==> src/rtl/core_ibex_debug_stim_ctrl.sv <==
// Debug stimulus sequencer: releases fetch after a boot delay, then issues debug requests
// and waits for the core's dret (or flags a hang) between them.
module core_ibex_debug_stim_ctrl #(
    parameter int unsigned CntW        = 16,
    parameter int unsigned BootDelay   = 8,
    parameter int unsigned DretTimeout = 4096,
    parameter int unsigned NumReqW     = 8
) (
    input  logic               clk_i,
    input  logic               rst_ni,
    input  logic               start_i,
    input  logic               stop_i,
    input  logic [CntW-1:0]    interval_i,
    input  logic [CntW-1:0]    hold_i,
    input  logic               single_i,
    input  logic               dret_i,
    input  logic               reset_i,
    output logic               fetch_enable_o,
    output logic               debug_req_o,
    output logic               busy_o,
    output logic               timeout_o,
    output logic [NumReqW-1:0] dbg_count_o
);

    localparam int unsigned TmoW = (DretTimeout > 1) ? $clog2(DretTimeout) : 1;

    localparam logic [2:0] IDLE     = 3'd0;
    localparam logic [2:0] BOOT     = 3'd1;
    localparam logic [2:0] WAIT     = 3'd2;
    localparam logic [2:0] REQ      = 3'd3;
    localparam logic [2:0] IN_DEBUG = 3'd4;
    localparam logic [2:0] POST     = 3'd5;
    localparam logic [2:0] DONE     = 3'd6;
    localparam logic [2:0] ERR      = 3'd7;

    logic [2:0]         state_q;
    logic [CntW-1:0]    cnt_q;
    logic [CntW-1:0]    interval_q;
    logic [CntW-1:0]    hold_q;
    logic               single_q;
    logic               stop_pend_q;
    logic               dret_seen_q;
    logic [TmoW-1:0]    tmo_q;
    logic               fetch_q;
    logic               req_q;
    logic               timeout_q;
    logic [NumReqW-1:0] count_q;

    // A programmed length of zero behaves as one cycle; counters run down to zero.
    function automatic logic [CntW-1:0] load_cnt(input logic [CntW-1:0] v);
        return (v == '0) ? '0 : v - CntW'(1);
    endfunction

    always_ff @(posedge clk_i or negedge rst_ni) begin
        if (!rst_ni) begin
            state_q     <= IDLE;
            cnt_q       <= '0;
            interval_q  <= '0;
            hold_q      <= '0;
            single_q    <= 1'b0;
            stop_pend_q <= 1'b0;
            dret_seen_q <= 1'b0;
            tmo_q       <= '0;
            fetch_q     <= 1'b0;
            req_q       <= 1'b0;
            timeout_q   <= 1'b0;
            count_q     <= '0;
        end else if (reset_i) begin
            // DUT-side reset: drop stimulus but keep the request count and hang flag.
            state_q     <= IDLE;
            cnt_q       <= '0;
            stop_pend_q <= 1'b0;
            dret_seen_q <= 1'b0;
            fetch_q     <= 1'b0;
            req_q       <= 1'b0;
        end else begin
            case (state_q)
                IDLE: begin
                    if (start_i && !stop_i) begin
                        state_q     <= BOOT;
                        cnt_q       <= CntW'(BootDelay - 1);
                        interval_q  <= interval_i;
                        hold_q      <= hold_i;
                        single_q    <= single_i;
                        stop_pend_q <= 1'b0;
                    end
                end
                BOOT: begin
                    if (stop_i) begin
                        stop_pend_q <= 1'b1;
                    end
                    if (cnt_q == '0) begin
                        fetch_q <= 1'b1;
                        if (stop_pend_q || stop_i) begin
                            state_q     <= DONE;
                            stop_pend_q <= 1'b0;
                        end else begin
                            state_q <= WAIT;
                            cnt_q   <= load_cnt(interval_q);
                        end
                    end else begin
                        cnt_q <= cnt_q - CntW'(1);
                    end
                end
                WAIT: begin
                    if (stop_i) begin
                        state_q <= DONE;
                    end else if (cnt_q == '0) begin
                        state_q     <= REQ;
                        req_q       <= 1'b1;
                        cnt_q       <= load_cnt(hold_q);
                        dret_seen_q <= 1'b0;
                        if (count_q != '1) begin
                            count_q <= count_q + NumReqW'(1);
                        end
                    end else begin
                        cnt_q <= cnt_q - CntW'(1);
                    end
                end
                REQ: begin
                    // Stop and an early dret are remembered; the hold always runs to completion.
                    if (stop_i) begin
                        stop_pend_q <= 1'b1;
                    end
                    if (dret_i) begin
                        dret_seen_q <= 1'b1;
                    end
                    if (cnt_q == '0) begin
                        req_q <= 1'b0;
                        if (dret_seen_q || dret_i) begin
                            state_q <= POST;
                        end else begin
                            state_q <= IN_DEBUG;
                            tmo_q   <= TmoW'(DretTimeout - 1);
                        end
                    end else begin
                        cnt_q <= cnt_q - CntW'(1);
                    end
                end
                IN_DEBUG: begin
                    if (stop_i) begin
                        stop_pend_q <= 1'b1;
                    end
                    if (dret_i) begin
                        state_q <= POST;
                    end else if (tmo_q == '0) begin
                        state_q   <= ERR;
                        timeout_q <= 1'b1;
                    end else begin
                        tmo_q <= tmo_q - TmoW'(1);
                    end
                end
                POST: begin
                    if (single_q || stop_i || stop_pend_q) begin
                        state_q     <= DONE;
                        stop_pend_q <= 1'b0;
                    end else begin
                        state_q <= WAIT;
                        cnt_q   <= load_cnt(interval_q);
                    end
                end
                DONE: begin
                    req_q <= 1'b0;
                    if (start_i) begin
                        state_q     <= BOOT;
                        cnt_q       <= CntW'(BootDelay - 1);
                        interval_q  <= interval_i;
                        hold_q      <= hold_i;
                        single_q    <= single_i;
                        stop_pend_q <= 1'b0;
                    end
                end
                ERR: begin
                    req_q <= 1'b0;
                end
                default: begin
                    state_q <= IDLE;
                end
            endcase
        end
    end

    assign fetch_enable_o = fetch_q;
    assign debug_req_o    = req_q;
    assign busy_o         = (state_q != IDLE);
    assign timeout_o      = timeout_q;
    assign dbg_count_o    = count_q;

endmodule

==> config.mk <==
export PLATFORM = sky130hd
export DESIGN_NAME = core_ibex_debug_stim_ctrl
export DESIGN_NICKNAME = d
export VERILOG_FILES = /design/src/rtl/core_ibex_debug_stim_ctrl.sv
export SDC_FILE = /design/constraint.sdc
export NUM_CORES = 1
export LEC_CHECK = 0
export CAP_MARGIN = 40
export CORE_MARGIN = 2
export CORE_UTILIZATION = 50
export DETAILED_ROUTE_END_ITERATION = 12
export DONT_BUFFER_PORTS = 1
export GPL_TIMING_DRIVEN = 1
export PLACE_DENSITY = 0.74
export SLEW_MARGIN = 30
export SYNTH_ARGS = -nofsm -noshare
export SYNTH_HDL_FRONTEND = slang
export SYNTH_SLANG_ARGS = --single-unit
==> constraint.sdc <==
create_clock -name clk_i -period 2.45 [get_ports clk_i]
set_input_delay 0.3675 -clock clk_i [delete_from_list [all_inputs] [get_ports clk_i]]
set_output_delay 0.3675 -clock clk_i [all_outputs]
set_load 0.005 [all_outputs]
== Word-level counts from Yosys, hierarchy flattened ==
Cells that the tools add are included.

* Add/sub/neg operators: 5
* Equality and inequality tests: 27
* Muxes and demuxes: 58
* Bitwise gates (word level): 3
* Reductions and logical operators: 33

{| class="wikitable"
|+ Operators with widths
! cell !! count
|-
| 2-to-1 mux 16 bit || 15
|-
| one-hot mux 16 bit (6 select lines) || 1
|-
| one-hot mux 16 bit (2 select lines) || 2
|-
| zero test 16 bit || 3
|-
| 2-to-1 mux 12 bit || 4
|-
| subtractor 16 x 1 -> 16 bit (second input constant) || 3
|-
| 2-to-1 mux 3 bit || 11
|-
| inequality test 3 bit (second input constant) || 10
|-
| one-hot mux 12 bit (2 select lines) || 1
|-
| one-hot mux 3 bit (7 select lines) || 1
|-
| AND reduction 4 bit || 5
|-
| 2-to-1 mux 1 bit || 19
|-
| AND reduction 7 bit || 2
|-
| == test 3 bit (second input constant) || 4
|-
| zero test 12 bit || 1
|-
| inequality test 2 bit (second input constant) || 6
|-
| inequality test 4 bit (second input constant) || 3
|-
| subtractor 12 x 1 -> 12 bit (second input constant) || 1
|-
| adder 8 x 1 -> 8 bit (second input constant) || 1
|-
| inequality test 8 bit (second input constant) || 1
|-
| nonzero test 2 bit || 4
|-
| nonzero test 8 bit || 1
|-
| nonzero test 7 bit || 1
|-
| == test 3 x 2 -> 1 bit (second input constant) || 2
|-
| 16 further kinds || 24
|}

* Bits in registers: 77
* Bits of input ports: 39
* Output and inout port bits: 12
* Word-level logic and storage cells: 138

== Logic depth before layout (Yosys ltp) ==
* Word-level depth: 6
* Gate-level depth with buffers: 10
* Depth with buffers taken out: 8

== Least setup slack after synthesis ==
Ideal clock, no wire load.

* Kind: reg2reg
* From: reg cnt_q[0]
* To: reg tmo_q[11]
* Arrival: 2.049 ns
* Data required time: 2.315 ns
* Setup slack: 0.267 ns
* Stages on the path, launching flop included: 10
* Path buffers: 1
* Clock period less this slack: 2.183 ns
* Cells stage by stage: dfrtp_1 -> inv_1 -> ha_1 -> nor3b_1 -> and4_1 -> buf_6 -> a32o_2 -> nand3_4 -> o41ai_2 -> o31ai_1

* Word-level cells in the longest chain between the ends: 3

{| class="wikitable"
|+ Ends and longest elaborated chain
! what !! line !! RTL
|-
| from (decl) || 37 || <nowiki>logic [CntW-1:0] cnt_q;</nowiki>
|-
| from (signal assigned) || 81 || <nowiki>cnt_q <= CntW'(BootDelay - 1);</nowiki>
|-
| from (signal assigned) || 99 || <nowiki>cnt_q <= load_cnt(interval_q);</nowiki>
|-
| from (signal assigned) || 102 || <nowiki>cnt_q <= cnt_q - CntW'(1);</nowiki>
|-
| zero test 16 bit || 128 || <nowiki>if (cnt_q == '0) begin</nowiki>
|-
| inequality test 2 bit (no source line) || - ||
|-
| AND reduction 6 bit (no source line) || - ||
|-
| to (signal assigned) || 134 || <nowiki>tmo_q <= TmoW'(DretTimeout - 1);</nowiki>
|-
| to (signal assigned) || 150 || <nowiki>tmo_q <= tmo_q - TmoW'(1);</nowiki>
|-
| to (decl) || 43 || <nowiki>logic [TmoW-1:0] tmo_q;</nowiki>
|}

Every way passes these cells.
A chain may end at the register's enable or synchronous reset.

== Worst setup path after layout ==
* From: reg cnt_q[1]
* To: reg cnt_q[3]

* Word-level cells in the longest chain between the ends: 5
* Elaborated cells on any way between the ends: 11
* Those cells by class: add/sub: 1; eq/ne: 2; mux: 6; reduce/logical: 2

{| class="wikitable"
|+ Ends and longest elaborated chain
! what !! line !! RTL
|-
| subtractor 16 x 1 -> 16 bit or zero test 16 bit (tied branches) || - ||
|-
| 2-to-1 mux 16 bit || 108 || <nowiki>end else if (cnt_q == '0) begin</nowiki>
|-
| 2-to-1 mux 16 bit || 106 || <nowiki>if (stop_i) begin</nowiki>
|-
| one-hot mux 16 bit (6 select lines) || 77 || <nowiki>case (state_q)</nowiki>
|-
| 2-to-1 mux 16 bit || 68 || <nowiki>end else if (reset_i) begin</nowiki>
|}

Parallel ways exist; a longest one is shown, timed or not. The select of a mux whose other input is x is not followed.

==> impl_results.md <==
- Status: completed
- Period utilization: 93.4%
- Worst path max stage delay: 0.40 ns
- Net Switching: 3270 uW
- Ys flop type: dfrtp_1
- Antenna viol nets, final: 0
- Max frequency: 437 MHz
- Hold Vio Cnt, Final: 0
- Design Area, Final: 0.00549 mm2
- Vias in the first global route: 4135
- Switch share: 44.9%
- TNS Setup: 0 ns
- Critical Path Start Type: flop
- CORE AREA: 0.00964 mm2
- Min cycle time layout: 2.29 ns
- Leakage power: 0.00220 uW
- P_int: 4020 uW
- Drt pass-1 iters: 6
- Remaining routing DRC violations: 0
- Cell Chain, Critical Path: inv_1, ha_1, nor3b_4, and4_4, buf_4, o211ai_4, o32a_1, nor2_1, a311o_1
- DR vias/cell: 6.25
- Iteration-0 DRC Markers: 320
- Yosys Warn Count: 0
- Avg WL per Cell: 18.4 um
- FFs w/ async S/R, synth: 100%
- Avg Cell Area, Syn: 9.60 um2
- Maxcap violations: 0
- First-pass GRT wire length: 20.0 mm
- Tightest Pin Transition: 0.590 ns
- Register area: 0.00193 mm2
- Final HPWL DP: 9.04 mm
- GRT Util Overall: 24.2%
- CP max stage cell: dfrtp_1
- Port Buffers: 0
- Fill count: 877
- Arr. time, crit path: 2.55 ns
- Worst Skew: 0.0173 ns
- Maximum vdd drop: 687 uV
- Die area: 0.0106 mm2
- Largest net degree at the start of global routing: 78
- Power Density: 1330 mW/mm2
- Sequential share of power: 33.6%
- Initial antenna violation count: 0
- Clock Path Buffers: 2
- Final setup vio count: 0
- CP Buf/Inv Count: 2
- Clock Sinks: 77
- CTS Root Buffer Type: clkbuf_8
- Clock latency on the worst-skew pair: 0.37 ns
- H-tree Lvls: 3
- Multi-input gate area: 0.00281 mm2
- Comb pwr share: 51.0%
- RSZ-0062 raised after global routing: no
- Clock group share of total power: 15.3%
- Die height: 103 um
- Reg clk slew, reported paths: 0.09 ns
- Flops & latches, synth: 77
- Worst Path Required: 2.72 ns
- Total number of vias: 4166
- Row cnt: 36
- Synthesized area: 0.00490 mm2
- Slew headroom: 60.6%
- Top delay family on crit path: compound AO/OA/AOI/OAI gates
- Worst setup EP type: flop
- Slew Viols, Final: 0
- Ant. Diodes: 0
- Syn nets: 555
- Setup CP Type: flop to flop
- Number of enable flip-flop cells after synthesis: 0
- Post-Route WL: 12.3 mm
- Gpl congestion: 0.927
- DP Area: 0.00517 mm2
- Share of cells above drive strength 1: 21.0%
- Die Span X: 103 um
- Top fanout value on the critical path: 9
- Netlist cell types: 73
- CTS buffer count: 9
- Area grow syn2layout: 12.1%
- Initial core utilization: 50.8%
- Hold Crit Class: primary input to flop
- Total grt overflow: 0
- Post-synthesis sequential area ratio: 39.3%
- Nets: 574
- Top Ports: 51
- TritonCTS clock tree: yes
- Cells after Synth: 510
-- metrics by stage --
stage	hold WS, ns	total power (uW)	std cells	util (%)	worst slack [ns]
floorplan	0.0719	4930	510	-	0.267
CTS	0.0512	7140	665	56.4	0.108
detailed placement	0.0747	5970	647	53.6	0.0460
finish	0.0537	7280	667	56.9	0.162
global placement	0.0742	5860	647	53.6	0.131
global route	0.0440	7750	667	56.9	0.0203
-- sequential cells by signal, summed over array words and instances (netlist names), 3 cells and up --
| signal | cells |
|---|---|
| interval_q | 16 |
| tmo_q | 12 |
| cnt_q | 16 |
| dbg_count_o | 8 |
| hold_q | 16 |
| state_q | 3 |
-- metal layers --
| layer | GRT usage [%] | wire (um) |
|---|---|---|
| met5 | 0 | 0 |
| met1 | 30.5 | 5260 |
| met3 | 5.08 | 817 |
| met4 | 8.60 | 294 |
| met2 | 41.2 | 5910 |
-- power by group through the flow --
stage / sequential, uW / combinational, uW / clock, uW
2_1_floorplan: 2230 / 2690 / 0
3_3_place_gp: 2420 / 3430 / 0
3_5_place_dp: 2460 / 3510 / 0
4_1_cts: 2440 / 3580 / 1130
5_1_grt: 2540 / 4040 / 1180
6_report: 2450 / 3720 / 1120
-- worst paths after layout --
check | slack (ns) | to | cells after the start | startpoint
max | 0.16 | cnt_q[3] | 9 | cnt_q[1]
min | 0.05 | state_q[2] | 1 | reset_i
max in group asynchronous | 1.58 | interval_q[4] | 2 | rst_ni
max reg2reg | 0.16 | cnt_q[3] | 9 | cnt_q[1]
min in group asynchronous | 0.54 | state_q[2] | 2 | rst_ni
min reg2reg | 0.50 | timeout_o | 2 | timeout_o
-- cell families (layout without fill, tap and decap cells) --
logic type	count (synthesis)	after routing	share of synthesized area (%)
adders and majority gates	7	7	1.74
and+or+nand+nor	194	194	23.1
muxes	39	39	8.84
AOI/OAI and AO/OA	119	119	17.4
xor gates and xnor gates	31	31	5.54
DFF	77	77	39.3
buffers and inverters	43	67	4.06
-- what timing repair did --
item	in CTS	in global routing
endpoints found under the setup margin	1	17
gates resized for setup	1	5
pin swaps	0	2
setup buffers	0	2
endpoints found under the hold margin	77	0
hold buffers	2	0
-- cells in the final DEF (no fill, tap or decap), types with 6 or more instances in the layout --
master / Yosys / final
dfrtp_1: 77 / 77
nor2_1: 42 / 42
mux2_2: 34 / 34
nor3_1: 33 / 33
nand2_1: 32 / 32
buf_4: 4 / 30
a21oi_1: 25 / 25
o21ai_0: 22 / 22
nand3_1: 22 / 22
xnor2_1: 17 / 17
inv_1: 16 / 16
nand4_1: 14 / 14
xor2_1: 14 / 14
clkbuf_8: 0 / 10
o22ai_1: 8 / 8
a211oi_1: 7 / 7
o21ai_1: 7 / 7
o211ai_1: 6 / 6
o22a_1: 6 / 6
ha_1: 6 / 6
-- area by class of cell --
class | instances | area share [%]
clock inverter | 6 | 1.57
inverter | 17 | 1.16
sequential | 77 | 35.1
timing repair buffer | 34 | 5.52
tap | 133 | 3.03
multi-input combinational | 390 | 51.1
clock buffer | 10 | 2.51
-- synth_stat cells (3+ instances only) --
cell type / number / share of area (%)
dfrtp_1: 77 / 39
nor2_1: 42 / 3.2
mux2_2: 34 / 7.8
nor3_1: 33 / 3.4
nand2_1: 32 / 2.5
a21oi_1: 25 / 2.6
nand3_1: 22 / 2.2
o21ai_0: 22 / 2.2
xnor2_1: 17 / 3.0
inv_1: 16 / 1.2
nand4_1: 14 / 1.8
xor2_1: 14 / 2.5
buf_2: 11 / 1.1
clkbuf_1: 9 / 0.69
o22ai_1: 8 / 1.0
a211oi_1: 7 / 1.1
o21ai_1: 7 / 0.72
ha_1: 6 / 1.5
o211ai_1: 6 / 0.92
o22a_1: 6 / 1.1
mux2i_1: 5 / 1.0
nand4b_1: 5 / 0.89
nor2b_1: 5 / 0.64
nor3b_1: 5 / 0.77
nor4_4: 5 / 2.2
o32ai_1: 5 / 0.89
or3_1: 5 / 0.64
buf_4: 4 / 0.61
nor4_1: 4 / 0.51
a21o_1: 3 / 0.46
nand3b_1: 3 / 0.46
Power figures use the tool's default switching activity.
